### src/rtl/apb_arb_pkg.sv
// ---------------------------------------------------------------------------
// apb_arb_pkg
//
// Purpose : shared types and constants for the APB front-end arbiter.
//           Provides the arbiter state encoding and the default address and
//           data widths used by apb_front_arbiter.
//
// Contents:
//   arb_state_e  - arbiter sequencing states (IDLE, ISSUE, WAIT, DONE)
//   ARB_ADDR_W   - default APB address width
//   ARB_DATA_W   - default APB data width
//   arb_next_idx - wrap-around successor of a master index
//
// Optional feature macro used by the arbiter: APB_ARB_LOCK_EN
// ---------------------------------------------------------------------------
package apb_arb_pkg;

    // Arbiter sequencing states. One pass IDLE->ISSUE->WAIT->DONE is one
    // APB transaction on behalf of one granted master.
    typedef enum logic [1:0] {
        IDLE  = 2'd0,
        ISSUE = 2'd1,
        WAIT  = 2'd2,
        DONE  = 2'd3
    } arb_state_e;

    localparam int ARB_ADDR_W = 32;
    localparam int ARB_DATA_W = 32;

    // Successor of a master index, wrapping to 0 after num_req-1. Works on a
    // 32-bit value so that it can serve every supported NUM_REQ; callers
    // truncate the result to their own pointer width.
    function automatic logic [31:0] arb_next_idx(input logic [31:0] idx,
                                                 input int num_req);
        logic [31:0] nxt;
        if (idx >= 32'(num_req - 1)) begin
            nxt = '0;
        end else begin
            nxt = idx + 32'd1;
        end
        return nxt;
    endfunction

endpackage : apb_arb_pkg

### src/rtl/apb_rr_pick.sv
// ---------------------------------------------------------------------------
// apb_rr_pick
//
// Purpose : combinational rotate-priority picker. Searches the request
//           vector upward starting at the round-robin pointer, wrapping
//           modulo NUM_REQ, and reports the first valid index found.
//
// Ports:
//   valid  in  [NUM_REQ-1:0]  request vector
//   ptr    in  [PTR_W-1:0]    index with the highest priority this round
//   any    out 1              at least one request is valid
//   index  out [PTR_W-1:0]    winning index (0 when any is low)
// ---------------------------------------------------------------------------
module apb_rr_pick #(
    parameter int NUM_REQ = 4,
    parameter int PTR_W   = $clog2(NUM_REQ)
) (
    input  logic [NUM_REQ-1:0] valid,
    input  logic [PTR_W-1:0]   ptr,
    output logic               any,
    output logic [PTR_W-1:0]   index
);

    // Walk the candidates in priority order ptr, ptr+1, ... (mod NUM_REQ).
    // The sum is one bit wider than the pointer so that ptr+offset never
    // overflows before the modulo correction; a single subtraction is
    // enough because both operands are below NUM_REQ.
    always_comb begin
        logic [PTR_W:0]   sum;
        logic [PTR_W-1:0] cand;
        any   = 1'b0;
        index = '0;
        sum   = '0;
        cand  = '0;
        for (int off = 0; off < NUM_REQ; off++) begin
            sum = {1'b0, ptr} + (PTR_W + 1)'(off);
            if (sum >= (PTR_W + 1)'(NUM_REQ)) begin
                sum = sum - (PTR_W + 1)'(NUM_REQ);
            end
            cand = sum[PTR_W-1:0];
            if (!any && valid[cand]) begin
                any   = 1'b1;
                index = cand;
            end
        end
    end

endmodule : apb_rr_pick

### src/rtl/apb_front_arbiter.sv
// ---------------------------------------------------------------------------
// apb_front_arbiter
//
// Purpose : shares the single front interface of an APB requester among
//           NUM_REQ internal masters. One master is granted per APB
//           transaction in round-robin order; the arbiter issues a one-cycle
//           transfer pulse, waits for the APB access phase to complete and
//           returns read data plus a one-cycle done pulse to that master.
//
// Parameters:
//   NUM_REQ  number of requesting masters (2..8)
//   ADDR_W   address width
//   DATA_W   data width
//
// Ports:
//   PCLK        in   clock
//   PRESET      in   asynchronous reset, active low
//   req_valid   in   [NUM_REQ]         per-master request, held until done
//   req_write   in   [NUM_REQ]         per-master write flag
//   req_addr    in   [NUM_REQ*ADDR_W]  packed addresses, master i at i*ADDR_W
//   req_wdata   in   [NUM_REQ*DATA_W]  packed write data
//   req_lock    in   [NUM_REQ]         keep grant on this master (macro only)
//   req_done    out  [NUM_REQ]         one-cycle completion pulse
//   req_rdata   out  [DATA_W]          read data, valid with req_done
//   m_transfer  out  1                 requester transfer strobe
//   m_write     out  1                 requester write
//   m_addr      out  [ADDR_W]          requester address
//   m_wdata     out  [DATA_W]          requester write data
//   m_penable   in   1                 tap of PENABLE
//   m_ready     in   1                 PREADY
//   m_rdata     in   [DATA_W]          PRDATA
//   grant_id    out  [$clog2(NUM_REQ)] current or last granted index
//
// Optional feature: define APB_ARB_LOCK_EN to add req_lock. A granted master
// holding both req_lock and req_valid when its transaction finishes keeps
// the round-robin pointer, so it is granted again next (atomic RMW).
// ---------------------------------------------------------------------------
module apb_front_arbiter
    import apb_arb_pkg::*;
#(
    parameter  int NUM_REQ = 4,
    parameter  int ADDR_W  = ARB_ADDR_W,
    parameter  int DATA_W  = ARB_DATA_W,
    localparam int GID_W   = $clog2(NUM_REQ)
) (
    input  logic                      PCLK,
    input  logic                      PRESET,
    input  logic [NUM_REQ-1:0]        req_valid,
    input  logic [NUM_REQ-1:0]        req_write,
    input  logic [NUM_REQ*ADDR_W-1:0] req_addr,
    input  logic [NUM_REQ*DATA_W-1:0] req_wdata,
`ifdef APB_ARB_LOCK_EN
    input  logic [NUM_REQ-1:0]        req_lock,
`endif
    output logic [NUM_REQ-1:0]        req_done,
    output logic [DATA_W-1:0]         req_rdata,
    output logic                      m_transfer,
    output logic                      m_write,
    output logic [ADDR_W-1:0]         m_addr,
    output logic [DATA_W-1:0]         m_wdata,
    input  logic                      m_penable,
    input  logic                      m_ready,
    input  logic [DATA_W-1:0]         m_rdata,
    output logic [GID_W-1:0]          grant_id
);

    arb_state_e         state;
    logic [GID_W-1:0]   rr_ptr;
    logic               pick_any;
    logic [GID_W-1:0]   pick_idx;
    logic [GID_W-1:0]   next_ptr;
    logic               hold_ptr;
    logic               access_done;

    // Rotate-priority search over the live request vector. Only consulted
    // in IDLE, so request changes during a transaction cannot move the grant.
    apb_rr_pick #(
        .NUM_REQ (NUM_REQ),
        .PTR_W   (GID_W)
    ) u_pick (
        .valid (req_valid),
        .ptr   (rr_ptr),
        .any   (pick_any),
        .index (pick_idx)
    );

    // Pointer value after serving grant_id: the master just above it, so
    // the master just served drops to lowest priority.
    assign next_ptr = GID_W'(arb_next_idx(32'(grant_id), NUM_REQ));

    // Completion needs the ACCESS phase: PREADY is allowed to idle high,
    // so ready alone during SETUP must not end the transaction.
    assign access_done = m_penable & m_ready;

    // Lock check for the master that just finished. Without the feature the
    // pointer always advances.
`ifdef APB_ARB_LOCK_EN
    assign hold_ptr = req_lock[grant_id] & req_valid[grant_id];
`else
    assign hold_ptr = 1'b0;
`endif

    // Transaction sequencer. Every output is registered here:
    //  - IDLE  latches the winner's command into m_* and raises m_transfer
    //          so that it is high during exactly the ISSUE cycle;
    //  - ISSUE drops m_transfer, the requester now runs SETUP/ACCESS;
    //  - WAIT  holds m_* until PENABLE&PREADY, captures PRDATA, arms the
    //          done pulse and advances the pointer past the granted master;
    //  - DONE  is the req_done cycle; no arbitration happens here, which
    //          keeps m_transfer low while the requester returns to IDLE.
    // In DONE a held lock puts the pointer back on the granted master.
    always_ff @(posedge PCLK or negedge PRESET) begin
        if (!PRESET) begin
            state      <= IDLE;
            rr_ptr     <= '0;
            grant_id   <= '0;
            m_transfer <= 1'b0;
            m_write    <= 1'b0;
            m_addr     <= '0;
            m_wdata    <= '0;
            req_done   <= '0;
            req_rdata  <= '0;
        end else begin
            req_done <= '0;
            case (state)
                IDLE: begin
                    m_transfer <= 1'b0;
                    if (pick_any) begin
                        grant_id   <= pick_idx;
                        m_write    <= req_write[pick_idx];
                        m_addr     <= req_addr[pick_idx*ADDR_W +: ADDR_W];
                        m_wdata    <= req_wdata[pick_idx*DATA_W +: DATA_W];
                        m_transfer <= 1'b1;
                        state      <= ISSUE;
                    end
                end
                ISSUE: begin
                    m_transfer <= 1'b0;
                    state      <= WAIT;
                end
                WAIT: begin
                    m_transfer <= 1'b0;
                    if (access_done) begin
                        req_rdata <= m_rdata;
                        req_done  <= NUM_REQ'(1) << grant_id;
                        rr_ptr    <= next_ptr;
                        state     <= DONE;
                    end
                end
                DONE: begin
                    m_transfer <= 1'b0;
                    if (hold_ptr) begin
                        rr_ptr <= grant_id;
                    end
                    state <= IDLE;
                end
                default: begin
                    m_transfer <= 1'b0;
                    state      <= IDLE;
                end
            endcase
        end
    end

endmodule : apb_front_arbiter

### config.mk
export PLATFORM = sky130hd
export DESIGN_NAME = apb_front_arbiter
export DESIGN_NICKNAME = d
export VERILOG_FILES = /design/src/rtl/apb_arb_pkg.sv /design/src/rtl/apb_rr_pick.sv /design/src/rtl/apb_front_arbiter.sv
export SDC_FILE = /design/constraint.sdc
export NUM_CORES = 1
export LEC_CHECK = 0
export ABC_CLOCK_PERIOD_IN_PS = 2400
export CELL_PAD_IN_SITES_DETAIL_PLACEMENT = 2
export CELL_PAD_IN_SITES_GLOBAL_PLACEMENT = 2
export CORE_MARGIN = 2
export CORE_UTILIZATION = 20
export CTS_BUF_LIST = sky130_fd_sc_hd__clkbuf_4 sky130_fd_sc_hd__clkbuf_8
export CTS_CLUSTER_SIZE = 25
export DETAILED_ROUTE_END_ITERATION = 10
export PLACE_DENSITY_LB_ADDON = 0.1
export REMOVE_ABC_BUFFERS = 1
export SETUP_SLACK_MARGIN = 0.2
export SYNTH_ARGS = -nofsm -noshare
export SYNTH_HDL_FRONTEND = slang
export SYNTH_SLANG_ARGS = --single-unit
export TNS_END_PERCENT = 30
### constraint.sdc
create_clock -name PCLK -period 2.4 [get_ports PCLK]
set_input_delay 0.48 -clock PCLK [delete_from_list [all_inputs] [get_ports PCLK]]
set_output_delay 0.48 -clock PCLK [all_outputs]
set_load 0.02 [all_outputs]
==> impl_metrics.py, run 1 <==
metrics = {
    "sta": {
        "setup_viol": 0,
        "period_minus_slack_ps": 2097,
        "fmax_ghz": 0.4769,
        "fin_crit_sh_pct": 87.38,
        "worst_slew_pin_slew_ps": 502.1,
        "setup_slack_ps": 303.0,
        "hold_viol": 0,
        "max_slew_margin_pct": 66.53,
        "fin_skew_ps": 23.97,
        "maxSlewViolCount": 0,
        "rsz0062_at_grt": "false",
        "finalSetupTns_ps": 0,
    },
    "cells_and_area": {
        "final_common_cell": "clkdlybuf4s50_1",
        "layout.nets": 1223,
        "area_growth_pct": 88.88,
        "fin_area_um2": 10890,
        "fillers": 3033,
        "drive_gt1_share_pct": 11.52,
        "layout_common_cells": "clkdlybuf4s50_1 (402), mux2i_1 (130), dfrtp_1 (107)",
    },
    "place": {
        "hpwl_mm": 22.44,
        "pre_cts_slack_ps": -183.5,
        "port_buffers": 403,
        "gp_congestion": 0.8239,
        "placement.cell_area_um2": 10510,
    },
    "pwr": {
        "p_int_uw": 6868,
        "p_leak_uw": 0.004793,
        "clkPwrFrac_pct": 10.4,
        "p_per_area_nw_per_um2": 1075,
        "swShare_pct": 41.34,
        "p_total_uw": 11710,
        "p_sw_uw": 4839,
        "p_seq_share_pct": 27.4,
        "p_comb_share_pct": 62.2,
        "peakVddDrop_mv": 0.4716,
    },
    "logic_synthesis": {
        "synth_area_per_cell_um2": 11.69,
        "ys_types": 28,
        "ys_ff_latch": 108,
        "synth-adder-area-share_pct": 1.520,
        "yosys.area.top_type": "dfrtp_1",
        "synth_top_area_share_pct": 46.90,
        "yosys.area_share.simple_pct": 6.209,
        "synth_edf_count": 0,
        "synthCells": 493,
        "async_flop_share_pct": 100.0,
        "syn-cell-area_um2": 5763,
        "synth_flop_cell": "dfrtp_1",
        "muxShareOfSynthArea_pct": 29.22,
        "synth-compound-area-share_pct": 11.46,
        "synth-xor-area-share_pct": 0,
        "synth_top_family_by_area": "multiplexers",
        "yosysSeqAreaShare_pct": 46.90,
        "ys_top_cells_by_area": "dfrtp_1 (47%), mux2i_1 (23%), o221ai_1 (9.9%), mux2_2 (6.6%), nand2_1 (4.6%)",
        "yosys_warnings": 0,
    },
    "worst_setup_path": {
        "cp.arrival_ps": 2350,
        "worstSetupStartpoint": "req_valid[1]",
        "worstReg2RegEnd": "m_addr[16]$_DFFE_PN0P_",
        "crit_required_ps": 2660,
        "rrSetupSlack_ps": 350,
        "worst-r2r-cell-count": 6,
        "path_class": "input port to register",
        "worstReg2RegStart": "rr_ptr[0]$_DFFE_PN0P_",
        "endpoint_kind": "register",
        "crit_end": "m_addr[16]$_DFFE_PN0P_",
        "start_kind": "input port",
        "crit_fanout": 18,
    },
    "clock_network": {
        "cts_sinks": 108,
        "cts_made_buffers": 9,
        "cts_tree": "done",
        "cts.clk_slew.worst_paths_ps": 110,
        "htree_levels": 3,
        "clockRootBuffer": "clkbuf_8",
        "clock_path_buffers": 2,
        "insertion_delay_ps": 400,
    },
    "worst_hold_path": {
        "hp-class": "register to register",
    },
    "drt": {
        "antenna_left": 0,
        "drt_iter0_drc": 183,
        "wirelength_mm": 28.87,
        "met1Wirelength_mm": 10.79,
        "wl_per_cell_um": 22.10,
        "dr_wl_met2_mm": 14.89,
        "wl_met3_mm": 2.752,
        "vias": 5872,
        "routed.top_layer": "met5",
        "drc_errors": 0,
        "via_per_inst": 4.496,
        "first_pass_iters": 4,
    },
    "die": {
        "die_width_um": 173.8,
        "die_h_um": 173.8,
        "core_area_um2": 28550,
        "boundaryPins": 404,
        "dieArea_um2": 30190,
        "rows": 62,
        "start_util_pct": 20.19,
    },
    "global_route": {
        "first_global_vias": 6739,
        "grt_pass1_wl_mm": 43.76,
        "grt_max_degree": 68,
        "grt.overflow.total": 0,
        "track_usage_pct": 19.16,
        "antenna_found_initial": 3,
    },
    "status": {
        "status": "complete, no violations",
    },
    "job": {
        "drv_cap": 0,
    },
}
[sequential cells by signal (all words and copies together) (netlist names)]
name        cells
grant_id        2
state           2
req_done        4
rr_ptr          2
m_write         1
m_transfer      1
m_wdata        32
m_addr         32
req_rdata      32
[layout make-up]
class	count	area, µm²	share of cell area (%)
antenna	2	5.005	0.04598
clock buffer	9	123.9	1.138
clock inverter	6	71.32	0.6552
inverter	10	37.54	0.3448
multi-input combinational	335	2824	25.94
sequential	108	2704	24.84
tap	384	480.5	4.414
timing repair buffer	452	4639	42.62
[timing repair]
item	4_1_cts	5_1_grt
resized for setup	1	1
setup buffers	1	13
hold endpoints to repair	6	0
setup endpoints to repair	1	30
hold buffers	1	0
pin swaps	1	1
cloned	1	0
[cells in the mapped netlist (all sizes together), types with 2 or more instances]
cell type	n
inv	10
buf	26
mux2i	130
nand2b	2
nor2b	3
nor2	6
o21ai	4
o31ai	2
nand2	71
o221ai	66
a21oi	2
mux2	34
clkbuf	14
dfrtp	108
ha	7
[stage by stage]
stage	instances	hold WS, ps	utilization (%)
2_1_floorplan	453	184.4	-
3_3_place_gp	1273	441.0	36.81
3_5_place_dp	1273	452.6	36.81
4_1_cts	1291	509.9	37.71
5_1_grt	1305	527.2	38.12
6_report	1306	498.9	38.13
[layer usage]
layer | track usage (%) | vias to the layer above
met2 | 34.59 | 268
met5 | 0 | -
met4 | 4.307 | 2
met1 | 20.91 | 2901
met3 | 7.895 | 22
li1 | - | 2679
[cells by family (layout without fill, tap and decap cells)]
group | Yosys count | after routing
mux | 164 | 164
flops | 108 | 108
simple gates | 86 | 86
compound gates | 78 | 78
buf+inv | 50 | 477
fa+ha+maj | 7 | 7
other cells | 0 | 2
[worst min path at each step]
stage	to	start	cells past startpoint	slack [ps]
finish	m_addr[13]$_DFFE_PN0P_	m_addr[13]$_DFFE_PN0P_	2	500
global route	m_wdata[21]$_DFFE_PN0P_	m_wdata[21]$_DFFE_PN0P_	2	530
CTS	m_wdata[25]$_DFFE_PN0P_	m_wdata[25]$_DFFE_PN0P_	2	510
detailed placement	m_addr[22]$_DFFE_PN0P_	PRESET	1	450
global placement	m_addr[22]$_DFFE_PN0P_	PRESET	1	440
floorplan	grant_id[0]$_DFFE_PN0P_	PRESET	0	180
[power groups by stage]
stage,combinational [µW],sequential (µW),clock [µW]
final,7280,3200,1220
after global routing,7850,3340,1370
after CTS,7290,3220,1300
after detailed placement,7170,3250,0
after global placement,6970,3190,0
after floorplan,2820,4210,0
[worst max-delay path: stages]
cell	delay, ps
clkdlybuf4s50_1	420
buf_4	150
a21boi_2	170
o221ai_4	300
buf_12	210
buf_12	190
mux2i_1	240
o221ai_1	170
Note: power is estimated with default switching activity, not from simulation.
==> run 2, diff against run 1 <==
Settings changed: CORE_MARGIN 2 to unset, PLACE_DENSITY set to 0.86, PLACE_DENSITY_LB_ADDON 0.1 to unset.
==> impl_metrics.py, run 2 (synthesis gave the netlist of run 1 again) <==
metrics = {
    "clock_network": {
        "cts_tree": "done",
        "clockRootBuffer": "clkbuf_8",
        "cts.clk_slew.worst_paths_ps": 120,
        "htree_levels": 3,
        "clock_path_buffers": 2,
        "insertion_delay_ps": 390,
        "cts_sinks": 108,
        "cts_made_buffers": 9,
    },
    "cells_and_area": {
        "final_util_pct": 37.94,
        "final_common_cell": "clkdlybuf4s50_1",
        "fin_cells": 1283,
        "layout_common_cells": "clkdlybuf4s50_1 (402), mux2i_1 (130), dfrtp_1 (107)",
        "area_growth_pct": 84.91,
        "drive_gt1_share_pct": 10.06,
        "layout.nets": 1207,
        "reg.largest.list": "m_addr: 32 flops, m_wdata: 32 flops, req_rdata: 32 flops",
        "n_antenna_cell": 0,
    },
    "worst_setup_path": {
        "path_class": "input port to register",
        "path_common_cell": "buf_12",
        "crit_required_ps": 2650,
        "cp.arrival_ps": 2380,
        "critPathSlowestCell": "clkdlybuf4s50_1",
        "worstPathCellList": "clkdlybuf4s50_1 > mux2_2 > o221ai_4 > buf_12 > buf_12 > mux2i_1 > o221ai_1",
        "crit_fanout": 20,
        "critPathMaxStageDelay_ps": 480,
        "rrSetupSlack_ps": 350,
        "endpoint_kind": "register",
        "start_kind": "input port",
    },
    "sta": {
        "fin_skew_ps": 8.917,
        "finalSetupTns_ps": 0,
        "maxSlewViolCount": 0,
        "hold_viol": 0,
        "setup_viol": 0,
        "rsz0062_at_grt": "true",
        "fmax_ghz": 0.4685,
        "max_slew_margin_pct": 48.61,
        "period_minus_slack_ps": 2134,
        "fin_crit_sh_pct": 88.94,
        "worst_slew_pin_slew_ps": 770.8,
    },
    "place": {
        "port_buffers": 403,
        "place_inst": 1267,
        "gp_congestion": 0.8187,
        "hpwl_mm": 21.35,
    },
    "die": {
        "core_area_um2": 28090,
        "die_h_um": 171.8,
        "rows": 61,
        "die_width_um": 171.8,
        "dieArea_um2": 29500,
        "boundaryPins": 404,
        "start_util_pct": 20.52,
    },
    "worst_hold_path": {
        "hp-class": "input port to asynchronous set/reset pin",
    },
    "pwr": {
        "p_leak_uw": 0.004686,
        "p_seq_share_pct": 28.4,
        "p_per_area_nw_per_um2": 1071,
        "p_int_uw": 6648,
        "clkPwrFrac_pct": 10.9,
        "p_total_uw": 11410,
        "p_comb_share_pct": 60.8,
        "p_sw_uw": 4762,
        "swShare_pct": 41.73,
        "peakVddDrop_mv": 0.5548,
    },
    "global_route": {
        "grt_max_degree": 109,
        "track_usage_pct": 18.00,
        "first_global_vias": 6880,
        "grt.overflow.total": 0,
        "antenna_found_initial": 0,
        "grt_pass1_wl_mm": 39.73,
    },
    "drt": {
        "vias": 5844,
        "first_pass_iters": 4,
        "drt_iter0_drc": 147,
        "drc_errors": 0,
        "wl_per_cell_um": 21.16,
        "wirelength_mm": 27.15,
        "via_per_inst": 4.555,
        "antenna_left": 0,
    },
    "job": {
        "drv_cap": 0,
    },
    "status": {
        "status": "complete, no violations",
    },
}
[run 2: worst max-delay path, delay by kind of cell]
family          cells  cell delay, ps
buf+inv             3             920
compound gates      2             380
mux                 2             580
[run 2: worst paths after layout]
check,start,to,cells after the start
max,req_valid[1],m_addr[2]$_DFFE_PN0P_,7
min,PRESET,m_addr[20]$_DFFE_PN0P_,2
max reg2reg,rr_ptr[1]$_DFFE_PN0P_,m_addr[2]$_DFFE_PN0P_,6
min reg2reg,m_wdata[23]$_DFFE_PN0P_,m_wdata[23]$_DFFE_PN0P_,2
max in group asynchronous,PRESET,m_wdata[18]$_DFFE_PN0P_,2
min in group PCLK,m_wdata[23]$_DFFE_PN0P_,m_wdata[23]$_DFFE_PN0P_,2
[run 2: routing by layer]
layer / track usage, % / vias up / routed length (µm)
li1: - / 2649 / -
met1: 18.82 / 2914 / 10030
met2: 33.83 / 251 / 14240
met3: 6.167 / 30 / 2387
met4: 4.963 / 0 / 493
met5: 0 / - / 0
[run 2: stage by stage]
stage / hold WS (ps) / setup WS (ps) / area [µm²]
4_1_cts: 170.2 / 256.4 / 10660
3_5_place_dp: 476.0 / -162.6 / 10450
2_1_floorplan: 184.4 / -4328 / 5530
3_3_place_gp: 468.2 / -126.5 / 10450
5_1_grt: 84.68 / 199.3 / 10660
6_report: 62.90 / 265.5 / 10660
[run 2: final cells by class]
type | count | area [µm²]
clock inverter | 7 | 81.33
sequential | 108 | 2704
timing repair buffer | 436 | 4417
tap | 378 | 473.0
multi-input combinational | 335 | 2820
inverter | 10 | 37.54
fill | 2972 | 17430
clock buffer | 9 | 123.9
[run 2: what timing repair did]
action | CTS | global route
endpoints found under the setup margin | 0 | 11
setup buffers | 0 | 0
hold buffers | 0 | 0
resized for setup | 0 | 1
[run 2: power by group through the flow]
stage          Combinational, µW  Sequential [µW]  Clock (µW)
2_1_floorplan               2820             4210           0
3_3_place_gp                6820             3210           0
3_5_place_dp                7030             3290           0
4_1_cts                     7060             3250        1320
5_1_grt                     7430             3350        1380
6_report                    6930             3240        1240
==> run 3, diff against run 2 <==
Settings changed: CORE_MARGIN set to 5.
==> impl_metrics.py, run 3 (synthesis gave the netlist of run 1 again) <==
metrics = {
    "worst_setup_path": {
        "rrSetupSlack_ps": 330,
        "path_class": "input port to register",
        "crit_fanout": 36,
        "path_common_cell": "buf_4",
        "worstPathCellList": "clkdlybuf4s50_1 > buf_4 > inv_1 > a311oi_1 > buf_4 > o21ai_4 > buf_12 > o221ai_1",
        "crit_required_ps": 2680,
        "critPathMaxStageDelay_ps": 500,
        "worst-r2r-cell-count": 6,
        "start_kind": "input port",
        "worstReg2RegStart": "rr_ptr[1]$_DFFE_PN0P_",
        "endpoint_kind": "register",
        "critPathSlowestCell": "clkdlybuf4s50_1",
        "cp.arrival_ps": 2390,
        "worstReg2RegEnd": "m_wdata[10]$_DFFE_PN0P_",
    },
    "global_route": {
        "track_usage_pct": 17.58,
        "grt_max_degree": 109,
        "grt.overflow.total": 0,
        "grt_pass1_wl_mm": 44.39,
        "antenna_found_initial": 0,
        "first_global_vias": 6991,
    },
    "place": {
        "hpwl_mm": 23.83,
        "pre_cts_slack_ps": -117.7,
        "place_inst": 1278,
        "port_buffers": 403,
        "gp_congestion": 0.8428,
    },
    "cells_and_area": {
        "drive_gt1_share_pct": 10.45,
        "fin_cells": 1293,
        "reg.largest.list": "m_addr: 32 flops, m_wdata: 32 flops, req_rdata: 32 flops",
        "area_growth_pct": 86.37,
        "final_common_cell": "clkdlybuf4s50_1",
        "layout_common_cells": "clkdlybuf4s50_1 (402), mux2i_1 (130), dfrtp_1 (107)",
        "n_antenna_cell": 0,
        "layout.nets": 1212,
        "final_util_pct": 37.62,
    },
    "die": {
        "rows": 62,
        "boundaryPins": 404,
        "start_util_pct": 20.19,
        "core_area_um2": 28550,
        "die_width_um": 179.8,
        "dieArea_um2": 32310,
        "die_h_um": 179.8,
    },
    "clock_network": {
        "post_cts_buffers": 0,
        "ctsHoldBuffers": 0,
        "cts.repair.resized": 0,
        "htree_levels": 3,
        "clock_path_buffers": 2,
        "cts_made_buffers": 9,
        "clockRootBuffer": "clkbuf_8",
        "cts.clk_slew.worst_paths_ps": 140,
        "insertion_delay_ps": 390,
        "cts_sinks": 108,
        "cts_tree": "done",
    },
    "drt": {
        "via_per_inst": 4.487,
        "wirelength_mm": 29.14,
        "wl_per_cell_um": 22.53,
        "first_pass_iters": 4,
        "wl_met3_mm": 2.140,
        "met1Wirelength_mm": 11.05,
        "drc_errors": 0,
        "dr_wl_met2_mm": 15.47,
        "antenna_left": 0,
        "drt_iter0_drc": 179,
        "vias": 5802,
        "routed.top_layer": "met4",
    },
    "sta": {
        "setup_slack_ps": 285.5,
        "max_slew_margin_pct": 57.39,
        "maxSlewViolCount": 0,
        "setup_viol": 0,
        "period_minus_slack_ps": 2115,
        "rsz0062_at_grt": "false",
        "hold_viol": 0,
        "finalSetupTns_ps": 0,
        "worst_slew_pin_slew_ps": 639.2,
        "fin_crit_sh_pct": 88.11,
        "fin_skew_ps": 27.11,
        "fmax_ghz": 0.4729,
    },
    "worst_hold_path": {
        "hp-class": "input port to asynchronous set/reset pin",
    },
    "pwr": {
        "p_per_area_nw_per_um2": 1079,
        "p_total_uw": 11590,
        "p_leak_uw": 0.004723,
        "peakVddDrop_mv": 0.4601,
    },
    "status": {
        "status": "complete, no violations",
    },
    "job": {
        "drv_cap": 0,
    },
}
-- run 3: how the worst max path moves through the flow --
stage                     slack, ps  cells past startpoint             startpoint                 endpoint
after detailed placement       -120                      8           req_valid[1]  m_wdata[10]$_DFFE_PN0P_
after global placement          -50                      7           req_valid[0]    m_addr[7]$_DFFE_PN0P_
after CTS                       260                      6  rr_ptr[1]$_DFFE_PN0P_  m_wdata[10]$_DFFE_PN0P_
final                           290                      8           req_valid[1]  m_wdata[10]$_DFFE_PN0P_
after global routing            220                      6  rr_ptr[0]$_DFFE_PN0P_  m_wdata[10]$_DFFE_PN0P_
after floorplan               -4330                      4           req_valid[1]    m_addr[0]$_DFFE_PN0P_
-- run 3: final cells by class --
class | count | area [µm²]
Fill cell | 3059 | 17810
Timing Repair Buffer | 441 | 4517
Multi-Input combinational cell | 335 | 2820
Sequential cell | 108 | 2704
Tap cell | 384 | 480.5
Clock buffer | 9 | 123.9
Clock inverter | 6 | 57.56
Inverter | 10 | 37.54
-- run 3: worst max-delay path: cells and delay by family --
family                 cells  cell delay (ps)
buffers and inverters      5             1100
AOI/OAI and AO/OA          3              770
-- run 3: per-stage QoR --
step	hold slack (ps)	instance area, µm²
detailed placement	479.2	10560
global route	158.3	10740
global placement	468.8	10560
CTS	154.1	10740
floorplan	184.4	5530
finish	158.4	10740
-- run 3: power by group --
group	internal, µW	switching [µW]	total (µW)
registers	2710	549	3260
logic	3580	3600	7170
clock network	397	760	1160
total	6680	4910	11600
-- run 3: metal layers --
layer | vias to the layer above | GRT usage, %
met1 | 2866 | 19.16
met5 | - | 0
met3 | 22 | 6.023
met2 | 259 | 32.85
li1 | 2655 | -
met4 | 0 | 3.993
